--- src/rtl/spi_read_sched_pkg.sv ---
// Shared definitions for the SPI read scheduler: FSM state encoding,
// bit-phase constants and default parameter values.
package spi_read_sched_pkg;

  typedef enum logic [2:0] {
    ST_IDLE  = 3'd0,
    ST_SETUP = 3'd1,
    ST_ADDR  = 3'd2,
    ST_DATA  = 3'd3,
    ST_GAP   = 3'd4
  } state_t;

  // Each SPI bit spans two system clocks: SCK low, then SCK high.
  localparam logic       PH_LOW   = 1'b0;
  localparam logic       PH_HIGH  = 1'b1;
  localparam logic [2:0] LAST_BIT = 3'd7;

  localparam int DEF_NUM_REQ    = 4;
  localparam int DEF_LEN_W      = 4;
  localparam int DEF_GAP_CYCLES = 2;

endpackage

--- src/rtl/spi_read_sched_if.sv ---
// Requester-side handshake plus SPI pins of the read scheduler.
// master: the scheduler; slave: the requesters together with the SPI device.
interface spi_read_sched_if #(
  parameter int NUM_REQ = 4,
  parameter int LEN_W   = 4
);
  logic [NUM_REQ-1:0]       req;
  logic [8*NUM_REQ-1:0]     req_addr;
  logic [LEN_W*NUM_REQ-1:0] req_len;
  logic [NUM_REQ-1:0]       grant;
  logic [7:0]               rd_data;
  logic [NUM_REQ-1:0]       rd_valid;
  logic [NUM_REQ-1:0]       done;
  logic                     spi_cs;
  logic                     spi_sck;
  logic                     spi_mosi_out;
  logic                     spi_miso_in;

  modport master (
    input  req, req_addr, req_len, spi_miso_in,
    output grant, rd_data, rd_valid, done, spi_cs, spi_sck, spi_mosi_out
  );

  modport slave (
    output req, req_addr, req_len, spi_miso_in,
    input  grant, rd_data, rd_valid, done, spi_cs, spi_sck, spi_mosi_out
  );
endinterface

--- src/rtl/spi_read_sched_rr_arbiter.sv ---
// Combinational round-robin pick: first requester at or after ptr, wrapping.
module rr_arbiter #(
  parameter int NUM_REQ = 4,
  parameter int PTR_W   = $clog2(NUM_REQ)
) (
  input  logic [NUM_REQ-1:0] req,
  input  logic [PTR_W-1:0]   ptr,
  output logic [NUM_REQ-1:0] grant,
  output logic               any_req
);

  logic [NUM_REQ-1:0] rot;
  logic [NUM_REQ-1:0] oh;

  // Rotate so ptr sits at bit 0, take the lowest set bit, rotate back.
  always_comb begin
    rot = (req >> ptr) | (req << (NUM_REQ - ptr));
    oh  = '0;
    for (int i = NUM_REQ - 1; i >= 0; i--) begin
      if (rot[i]) begin
        oh    = '0;
        oh[i] = 1'b1;
      end
    end
    grant   = (oh << ptr) | (oh >> (NUM_REQ - ptr));
    any_req = |req;
  end

endmodule

--- src/rtl/spi_read_sched.sv ---
// Round-robin scheduler sharing one mode-0 SPI bus among NUM_REQ requesters.
// Each transaction shifts one address byte out on MOSI, then reads len bytes
// MSB first from MISO and returns them to the owner with a one-hot valid.
module spi_read_sched
  import spi_read_sched_pkg::*;
#(
  parameter int NUM_REQ    = DEF_NUM_REQ,
  parameter int LEN_W      = DEF_LEN_W,
  parameter int GAP_CYCLES = DEF_GAP_CYCLES
) (
  input logic              spi_clk,
  input logic              n_reset,
  spi_read_sched_if.master bus
);

  localparam int PTR_W = $clog2(NUM_REQ);
  localparam int GAP_W = $clog2(GAP_CYCLES + 1);

  state_t             state, state_nxt;
  logic [NUM_REQ-1:0] arb_gnt;
  logic               any_req;
  logic [PTR_W-1:0]   ptr, ptr_nxt;
  logic [7:0]         addr_sel;
  logic [LEN_W-1:0]   len_sel;
  logic [NUM_REQ-1:0] grant_r, rd_valid_r, done_r;
  logic [7:0]         rd_data_r;
  logic               phase;
  logic [2:0]         bit_cnt;
  logic [LEN_W-1:0]   byte_cnt;
  logic [GAP_W-1:0]   gap_cnt;
  logic [7:0]         addr_sh;
  logic [6:0]         rx_sh;
  logic               byte_done, last_byte, gap_end;
  logic               cs_c, sck_c, mosi_c;

  rr_arbiter #(.NUM_REQ(NUM_REQ), .PTR_W(PTR_W)) u_arb (
    .req     (bus.req),
    .ptr     (ptr),
    .grant   (arb_gnt),
    .any_req (any_req)
  );

  // Select the winner's address/length and the pointer just past it.
  always_comb begin
    addr_sel = '0;
    len_sel  = '0;
    ptr_nxt  = ptr;
    for (int i = 0; i < NUM_REQ; i++) begin
      if (arb_gnt[i]) begin
        addr_sel = bus.req_addr[8*i +: 8];
        len_sel  = bus.req_len[LEN_W*i +: LEN_W];
        ptr_nxt  = (i == NUM_REQ - 1) ? '0 : PTR_W'(i + 1);
      end
    end
  end

  assign byte_done = (state == ST_DATA) && (phase == PH_HIGH) && (bit_cnt == LAST_BIT);
  assign last_byte = byte_done && (byte_cnt == LEN_W'(1));
  assign gap_end   = (state == ST_GAP) && (gap_cnt == GAP_W'(GAP_CYCLES - 1));

  // FSM state register; reset aborts any transaction in flight.
  always_ff @(posedge spi_clk or negedge n_reset) begin
    if (!n_reset) state <= ST_IDLE;
    else          state <= state_nxt;
  end

  // Next state and SPI pin levels, decoded from the current state and phase.
  always_comb begin
    state_nxt = state;
    cs_c      = 1'b1;
    sck_c     = 1'b0;
    mosi_c    = 1'b0;
    case (state)
      ST_IDLE:  if (any_req) state_nxt = ST_SETUP;
      ST_SETUP: begin
        cs_c      = 1'b0;
        mosi_c    = addr_sh[7];
        state_nxt = ST_ADDR;
      end
      ST_ADDR: begin
        cs_c   = 1'b0;
        sck_c  = (phase == PH_HIGH);
        mosi_c = addr_sh[7];
        if ((phase == PH_HIGH) && (bit_cnt == LAST_BIT)) state_nxt = ST_DATA;
      end
      ST_DATA: begin
        cs_c  = 1'b0;
        sck_c = (phase == PH_HIGH);
        if (last_byte) state_nxt = ST_GAP;
      end
      ST_GAP:   if (gap_end) state_nxt = ST_IDLE;
      default:  state_nxt = ST_IDLE;
    endcase
  end

  // Grant, pointer, bit/byte/gap counters and the returned-byte pulses.
  always_ff @(posedge spi_clk or negedge n_reset) begin
    if (!n_reset) begin
      ptr        <= '0;
      grant_r    <= '0;
      phase      <= PH_LOW;
      bit_cnt    <= '0;
      byte_cnt   <= '0;
      gap_cnt    <= '0;
      rd_data_r  <= '0;
      rd_valid_r <= '0;
      done_r     <= '0;
    end else begin
      rd_valid_r <= '0;
      done_r     <= '0;
      case (state)
        ST_IDLE: begin
          phase   <= PH_LOW;
          bit_cnt <= '0;
          gap_cnt <= '0;
          if (any_req) begin
            grant_r  <= arb_gnt;
            ptr      <= ptr_nxt;
            byte_cnt <= (len_sel == '0) ? LEN_W'(1) : len_sel;
          end
        end
        ST_ADDR, ST_DATA: begin
          phase <= ~phase;
          if (phase == PH_HIGH) bit_cnt <= bit_cnt + 3'd1;
          if (byte_done) begin
            rd_data_r  <= {rx_sh, bus.spi_miso_in};
            rd_valid_r <= grant_r;
            byte_cnt   <= byte_cnt - LEN_W'(1);
            if (last_byte) done_r <= grant_r;
          end
        end
        ST_GAP: begin
          gap_cnt <= gap_cnt + GAP_W'(1);
          if (gap_end) grant_r <= '0;
        end
        default: ;
      endcase
    end
  end

  // Address shift-out and MISO shift-in; always reloaded before use.
  always_ff @(posedge spi_clk) begin
    if ((state == ST_IDLE) && any_req)
      addr_sh <= addr_sel;
    else if ((state == ST_ADDR) && (phase == PH_HIGH))
      addr_sh <= {addr_sh[6:0], 1'b0};
    if ((state == ST_DATA) && (phase == PH_HIGH))
      rx_sh <= {rx_sh[5:0], bus.spi_miso_in};
  end

  assign bus.grant        = grant_r;
  assign bus.rd_data      = rd_data_r;
  assign bus.rd_valid     = rd_valid_r;
  assign bus.done         = done_r;
  assign bus.spi_cs       = cs_c;
  assign bus.spi_sck      = sck_c;
  assign bus.spi_mosi_out = mosi_c;

endmodule
--- src/flat_wrapper.sv ---
// flat-port wrapper written by rule: the top's interface ports become plain ports
module spi_read_sched_flat import spi_read_sched_pkg::*;
#(
  parameter int NUM_REQ    = DEF_NUM_REQ,
  parameter int LEN_W      = DEF_LEN_W,
  parameter int GAP_CYCLES = DEF_GAP_CYCLES
)
  (spi_clk, n_reset, bus_req, bus_req_addr, bus_req_len, bus_spi_miso_in, bus_grant, bus_rd_data, bus_rd_valid, bus_done, bus_spi_cs, bus_spi_sck, bus_spi_mosi_out);
  spi_read_sched_if #(.NUM_REQ(NUM_REQ), .LEN_W(LEN_W)) bus_i ();
  input logic spi_clk;
  input logic n_reset;
  input wire logic [$bits(bus_i.req)-1:0] bus_req;
  input wire logic [$bits(bus_i.req_addr)-1:0] bus_req_addr;
  input wire logic [$bits(bus_i.req_len)-1:0] bus_req_len;
  input wire logic [$bits(bus_i.spi_miso_in)-1:0] bus_spi_miso_in;
  output wire logic [$bits(bus_i.grant)-1:0] bus_grant;
  output wire logic [$bits(bus_i.rd_data)-1:0] bus_rd_data;
  output wire logic [$bits(bus_i.rd_valid)-1:0] bus_rd_valid;
  output wire logic [$bits(bus_i.done)-1:0] bus_done;
  output wire logic [$bits(bus_i.spi_cs)-1:0] bus_spi_cs;
  output wire logic [$bits(bus_i.spi_sck)-1:0] bus_spi_sck;
  output wire logic [$bits(bus_i.spi_mosi_out)-1:0] bus_spi_mosi_out;
  assign bus_i.req = bus_req;
  assign bus_i.req_addr = bus_req_addr;
  assign bus_i.req_len = bus_req_len;
  assign bus_i.spi_miso_in = bus_spi_miso_in;
  assign bus_grant = bus_i.grant;
  assign bus_rd_data = bus_i.rd_data;
  assign bus_rd_valid = bus_i.rd_valid;
  assign bus_done = bus_i.done;
  assign bus_spi_cs = bus_i.spi_cs;
  assign bus_spi_sck = bus_i.spi_sck;
  assign bus_spi_mosi_out = bus_i.spi_mosi_out;
  spi_read_sched #(.NUM_REQ(NUM_REQ), .LEN_W(LEN_W), .GAP_CYCLES(GAP_CYCLES)) u_core (.spi_clk(spi_clk), .n_reset(n_reset), .bus(bus_i));
endmodule
--- config.mk ---
export PLATFORM = sky130hd
export DESIGN_NAME = spi_read_sched_flat
export DESIGN_NICKNAME = d
export VERILOG_FILES = /design/src/rtl/spi_read_sched_pkg.sv /design/src/rtl/spi_read_sched_if.sv /design/src/rtl/spi_read_sched_rr_arbiter.sv /design/src/rtl/spi_read_sched.sv /design/src/flat_wrapper.sv
export SDC_FILE = /design/constraint.sdc
export NUM_CORES = 1
export LEC_CHECK = 0
export ABC_AREA = 1
export CORE_ASPECT_RATIO = 1.25
export CORE_MARGIN = 2
export CORE_UTILIZATION = 44
export DETAILED_ROUTE_END_ITERATION = 8
export GPL_ROUTABILITY_DRIVEN = 0
export PLACE_DENSITY = 0.86
export SLEW_MARGIN = 10
export SYNTH_ARGS = -nofsm -noshare
export SYNTH_HDL_FRONTEND = slang
export SYNTH_HIERARCHICAL = 1
export SYNTH_SLANG_ARGS = --single-unit
--- constraint.sdc ---
create_clock -name spi_clk -period 2.3 [get_ports spi_clk]
set_input_delay 0.345 -clock spi_clk [delete_from_list [all_inputs] [get_ports spi_clk]]
set_output_delay 0.345 -clock spi_clk [all_outputs]
set_load 0.005 [all_outputs]
## After elaboration in Yosys (flattened, before gate mapping)

Index checks and enable logic that the tools add are counted.

- Register bits after elaboration: 50
- Input bits: 55
- Output and inout bits: 23
- Logic and storage cells: 101

- Add/sub/neg operators: 4
- Equal/unequal tests: 13
- Shift operators: 4
- Muxes and demuxes: 42
- Bitwise gates (word level): 3
- Reduce and logical (&&, ||, !) cells: 23

Operators by type and width:

| operator | count |
|---|---|
| two-way mux 4 bit | 18 |
| two-way mux 8 bit | 6 |
| left shift 4 x 32 -> 4 bit | 1 |
| >> shifter 4 x 32 -> 4 bit | 1 |
| case mux 4 bit (2 select lines) | 2 |
| two-way mux 3 bit | 5 |
| case mux 3 bit (5 select lines) | 1 |
| inequality test 2 x 1 -> 1 bit (second input constant) | 6 |
| AND reduction 3 bit | 3 |
| two-way mux 2 bit | 4 |
| OR 4 bit | 2 |
| logical AND 1 bit | 7 |
| == test 3 x 2 -> 1 bit (second input constant) | 2 |
| == test 3 bit (second input constant) | 2 |
| case mux 3 bit (2 select lines) | 1 |
| nonzero test 2 bit | 3 |
| == test 4 x 1 -> 1 bit (second input constant) | 1 |
| logical NOT 4 bit | 1 |
| case mux 2 bit (2 select lines) | 1 |
| AND reduction 2 bit | 2 |
| AND reduction 4 bit | 1 |
| nonzero test 4 bit | 1 |
| OR reduction 2 bit | 2 |
| OR reduction 4 bit | 1 |
| 13 further kinds | 15 |

## Logic depth before layout (Yosys ltp)

- Word-level depth: 17
- Gate-level depth with buffers: 24
- Gate-level depth less buffers: 23

## Modules after synthesis

The synthesis kept the hierarchy.

By module, submodules not included:

| module | instances | cells each | area each (sq um) | sequential area each (sq um) |
|---|---|---|---|---|
| spi_read_sched | 1 | 273 | 2,476.1 | 1,326.3 |
| rr_arbiter | 1 | 77 | 390.4 | 0.0 |

## Worst setup path before layout

Ideal clock, no wire load.

- Kind: reg-to-reg
- From: register u_core.ptr[0]
- To: register u_core.byte_cnt[0]
- Setup time: 0.117 ns
- Data arrival time: 2.424 ns
- Data required time: 2.183 ns
- Path slack: -0.241 ns
- Stages on the path, launching flop included: 22
- Buffers on the path: 1
- Clock period less this slack: 2.541 ns
- Path through: dfrtp_1 > buf_6 > inv_8 > ha_1 > nor2_2 > nand2_1 > nand2_1 > nor2_1 > nor2_1 > nand2_1 > o21ai_1 > nand2_1 > nand2_1 > inv_1 > nor2_4 > nand2_1 > nand3_1 > nand2_1 > nand2_1 > nand2_1 > nor2_1 > nor2_1

- Elaborated cells between the ends (all ways): 19
- Classes of those cells: 1 x add/sub; 4 x shift; 11 x mux; 2 x bitwise; 1 x reduce/logical

RTL lines:

| item | RTL line | source |
|---|---|---|
| start, declared | spi_read_sched.sv:22 | `logic [PTR_W-1:0] ptr, ptr_nxt;` |
| start signal, assigned | spi_read_sched.sv:118 | `ptr <= ptr_nxt;` |
| subtractor 3 x 2 -> 4 bit | spi_read_sched_rr_arbiter.sv:17, spi_read_sched_rr_arbiter.sv:25 |  |
| left shift 4 x 32 -> 4 bit | spi_read_sched_rr_arbiter.sv:17 | `rot = (req >> ptr) \| (req << (NUM_REQ - ptr));` |
| OR 4 bit | spi_read_sched_rr_arbiter.sv:17 |  |
| two-way mux 4 bit (4 in a row) | spi_read_sched_rr_arbiter.sv:20 | `if (rot[i]) begin` |
| >> shifter 4 x 32 -> 4 bit or left shift 4 x 2 -> 4 bit (tied branches) | spi_read_sched_rr_arbiter.sv:25 | `grant = (oh << ptr) \| (oh >> (NUM_REQ - ptr));` |
| OR 4 bit (*) | spi_read_sched_rr_arbiter.sv:25 |  |
| via u_core.arb_gnt[1] | spi_read_sched.sv:20 | `logic [NUM_REQ-1:0] arb_gnt;` |
| two-way mux 4 bit (*) (3 in a row) | spi_read_sched.sv:49 | `if (arb_gnt[i]) begin` |
| logical NOT 4 bit | spi_read_sched.sv:119 | `byte_cnt <= (len_sel == '0) ? LEN_W'(1) : len_sel;` |
| two-way mux 4 bit (*) | spi_read_sched.sv:119 |  |
| two-way mux 4 bit (*) | spi_read_sched.sv:116 | `if (any_req) begin` |
| case mux 4 bit (2 select lines) (*) | spi_read_sched.sv:111 | `case (state)` |
| end signal, assigned | spi_read_sched.sv:119 |  |
| end signal, assigned | spi_read_sched.sv:128 | `byte_cnt <= byte_cnt - LEN_W'(1);` |
| end, declared | spi_read_sched.sv:29 | `logic [LEN_W-1:0] byte_cnt;` |

Mark *: on every way through the listed nets, which the timed path passes. The rest lies on a longest branch. The select of a mux whose other input is x is not followed.
A chain may end at the register's enable or synchronous reset.

## Worst setup path in the final report

- From: register u_core.ptr[0]
- To: register u_core.addr_sh[3] (data pin)

- Elaborated cells between the ends (all ways): 16
- Classes of those cells: 1 x add/sub; 4 x shift; 9 x mux; 2 x bitwise

RTL lines:

| item | RTL line | source |
|---|---|---|
| subtractor 3 x 2 -> 4 bit | spi_read_sched_rr_arbiter.sv:17, spi_read_sched_rr_arbiter.sv:25 |  |
| left shift 4 x 32 -> 4 bit | spi_read_sched_rr_arbiter.sv:17 |  |
| OR 4 bit | spi_read_sched_rr_arbiter.sv:17 |  |
| two-way mux 4 bit (4 in a row) | spi_read_sched_rr_arbiter.sv:20 |  |
| >> shifter 4 x 32 -> 4 bit or left shift 4 x 2 -> 4 bit (tied branches) | spi_read_sched_rr_arbiter.sv:25 |  |
| OR 4 bit (*) | spi_read_sched_rr_arbiter.sv:25 |  |
| via u_core.arb_gnt[2] | spi_read_sched.sv:20 |  |
| two-way mux 8 bit (*) (2 in a row) | spi_read_sched.sv:49 |  |
| two-way mux 8 bit (*) | spi_read_sched.sv:143 | `if ((state == ST_IDLE) && any_req)` |
| end signal, assigned | spi_read_sched.sv:144 | `addr_sh <= addr_sel;` |
| end signal, assigned | spi_read_sched.sv:146 | `addr_sh <= {addr_sh[6:0], 1'b0};` |
| end, declared | spi_read_sched.sv:31 | `logic [7:0] addr_sh;` |

Mark *: on every way through the listed nets, which the timed path passes. The rest lies on a longest branch.

==> results.md <==
- Outcome: finished with violations
- Failing checks: negative setup slack
- Die W: approximately 76 µm
- Post-synth top cells: 102 x nand2_1, 37 x inv_1, 35 x dfrtp_1
- Mapped cell area: 0.00287 mm²
- Fin util: a little under three quarters
- Die area: slightly above 0.007 mm²
- Area share of the largest cell type after synthesis: around 31%
- Synthesis-stage register bit count: 50
- Initial Util: 45.9%
- VDD IR max: between 0.3 and 0.4 mV
- Worst Path Required: between 2 and 2.5 ns
- Worst-Margin Slew: around 0.55 ns
- Initial drt markers: about 200
- First-pass GRT wire length: between 10 and 15 mm
- Psw: between 0.4 and 0.5 mW
- Die height: between 90 and 100 µm
- Overall routing resource usage: about 23%
- GRT overflow: 0
- Clk pwr share: a little under a third
- Sw Ratio: a little under a quarter
- Worst-path fanout max: 8
- Post-DP HPWL: between 5 and 6 mm
- Avg Inst Size Synth: 8.19 µm²
- Port Buffers: 77
- TritonCTS clock tree: done
- Static leakage power: approximately 2.0 nW
- Critical Path AT: between 2 and 3 ns
- I/O Pins: approximately 80
- H-tree Lvls: 2
- Crit path time final: ~2.6 ns
- Layout cell share with drive strength beyond 1: 31.0%
- Fmax: between 0.3 and 0.4 GHz
- Number of flops mapped to enable cells by yosys: 15
- Fill cells: about 440
- Slew HR: approximately 63%
- Post-Syn Instances: 350
- Async S/R FF share, synth: around 70%
- Startpoint Class: flip-flop
- CP Class: flip-flop to flip-flop
- Synth Flop Type: dfrtp_1
- ANT nets after route: 0
- 1st-pass router iterations: 5
- # diodes: 0
- Dpl ws: -0.396 ns
- Post-synthesis sequential area ratio: between 40 and 50%
- Final setup viols: 14
- Largest net degree at the start of global routing: 36
- HP Class: input pin to async pin
- Final setup margin: -0.313 ns
- Element type at the critical path end: flip-flop
- Top cells by area, synth: dfrtp_1 31%, edfxtp_1 16%, nand2_1 13%
- Total Routed Length: between 8 and 9 mm
- Clock slew at reported path FFs: roughly 0.090 ns
- Synth Warn #: 6
- Clock Latency Late Sink: roughly 0.31 ns
- Final Hold Viols: 0
- Vias per inst: 5.39
- Cell with the most instances after synthesis: nand2_1
- Worst Skew: about 0.0081 ns
- CTS sink cnt: 50
- Sequential Power Share: 53.1%
- Area Overhead vs Synth: 55.7%
- Longest Clk Path Bufs: 2
- Vias: between 2k and 3k
- Int Power: 1.31 mW
- # nets final: approximately 530
- Antenna violations before repair: 0
- Drt drc: 0
- Vias in the first global route: slightly below 3k
- Pwr Density: about 390 mW/mm²
- Core area: ~0.0062 mm²
- Inserted Clock Buffers: 5
- Slew Limit Fails: 0
- Netlist cell types: 35
- Largest area contributor in the netlist: dfrtp_1
- Net Count, Synth: between 400 and 500
- Tcrit/Tclk final: 114%
- Comb pwr share: between 10% and 20%
- Row cnt: 32
- Maxcap violations: 0
- Hold Buf Count CTS: 0
- WL/cell: around 15 µm
- RSZ-0062 raised after global routing: true
- Root buf cell: clkbuf_8
[repair_timing]
item | CTS | global route
gates resized for setup | 50 | 36
cloned | 2 | 0
pin swaps | 27 | 26
setup buffers | 10 | 5
endpoints found under the setup margin | 16 | 18
[power groups by stage]
stage / Sequential [mW] / Combinational [mW] / Clock, mW
6_report: 0.914 / 0.280 / 0.527
5_1_grt: 0.914 / 0.297 / 0.570
4_1_cts: 0.914 / 0.250 / 0.529
3_5_place_dp: 0.932 / 0.213 / 0
3_3_place_gp: 0.932 / 0.211 / 0
2_1_floorplan: 0.932 / 0.0711 / 0
[cell families (layout without fill, tap and decap cells)]
logic type                 after synthesis  in the layout  share of synthesized area [%]
AOI/OAI and AO/OA                       51             51                           10.3
xor gates and xnor gates                 2              2                          0.611
adders and majority gates                6              6                           2.62
buffers and inverters                   48            165                           7.51
DFF                                     50             50                           46.3
muxes                                    8              8                           3.93
and+or+nand+nor                        185            186                           28.7
[metrics by stage]
step	cells	hold WS (ns)	power, mW	cell area, µm²	TNS, ns
finish	553	0.445	1.72	4460	-3.21
global route	553	0.476	1.78	4460	-5.12
CTS	549	0.458	1.69	4310	-1.34
detailed placement	530	0.450	1.15	3950	-5.13
global placement	530	0.432	1.14	3950	-3.97
floorplan	350	0.0494	1.00	2920	-0.0511
[worst max-delay path, cell delays in order, from the launching register on]
cell,delay (ns)
dfrtp_2,0.45
inv_8,0.06
ha_4,0.21
nor2_4,0.16
nand2_2,0.11
nand2_2,0.10
nor2_4,0.05
nor2_4,0.11
nor2_2,0.06
nor2_1,0.11
nand2_1,0.11
nand3_4,0.10
buf_8,0.16
nor3_4,0.06
buf_12,0.13
buf_4,0.13
a21oi_2,0.16
a31oi_1,0.10
[state kept, by name, summed over array words and instances, names as in the netlist]
name and cells:
u_core/addr_sh 8, u_core/bit_cnt 3, u_core/bus.done 4, u_core/bus.grant 4, u_core/bus.rd_data 8, u_core/bus.rd_valid 4
u_core/byte_cnt 4, u_core/gap_cnt 2, u_core/phase 1, u_core/ptr 2, u_core/rx_sh 7, u_core/state 3
[placed cells by master (no fill, tap or decap), types with 12 or more instances in the layout]
master	instances
edfxtp_1	15
clkdlybuf4s50_1	77
nor2_1	22
nand3_1	18
nand2_2	24
inv_1	29
o21ai_0	12
buf_4	27
dfrtp_1	34
nand2_1	83
[layout make-up]
cell class                 instances  area (µm²)  share of cell area [%]
clock buffer                       6        82.6                    1.85
clock inverter                     2        12.5                   0.280
inverter                          40         165                    3.70
multi-input combinational        253        1620                    36.4
sequential                        50        1330                    29.8
tap                               85         106                    2.38
timing repair buffer             117        1140                    25.6
[worst paths after layout]
| path | end | slack (ns) | cells after the start | from |
|---|---|---|---|---|
| worst max-delay path | u_core/addr_sh[3] | -0.31 | 17 | u_core/ptr[0] |
| worst min-delay path | u_core/bus.rd_data[7] | 0.44 | 2 | n_reset |
| worst max register to register | u_core/addr_sh[3] | -0.31 | 17 | u_core/ptr[0] |
| worst min register to register | u_core/rx_sh[3] | 0.46 | 0 | u_core/rx_sh[2] |
| max in group asynchronous | u_core/ptr[0] | 1.52 | 2 | n_reset |
| min in group spi_clk | u_core/rx_sh[3] | 0.46 | 0 | u_core/rx_sh[2] |
[per-layer routing]
layer,wire [µm],track usage (%),up-vias
met5,0,0,-
met2,4500,43.1,184
li1,-,-,1381
met4,277,8.79,0
met1,3130,26.7,1374
met3,632,4.13,39
(Power assumes the default switching activity.)
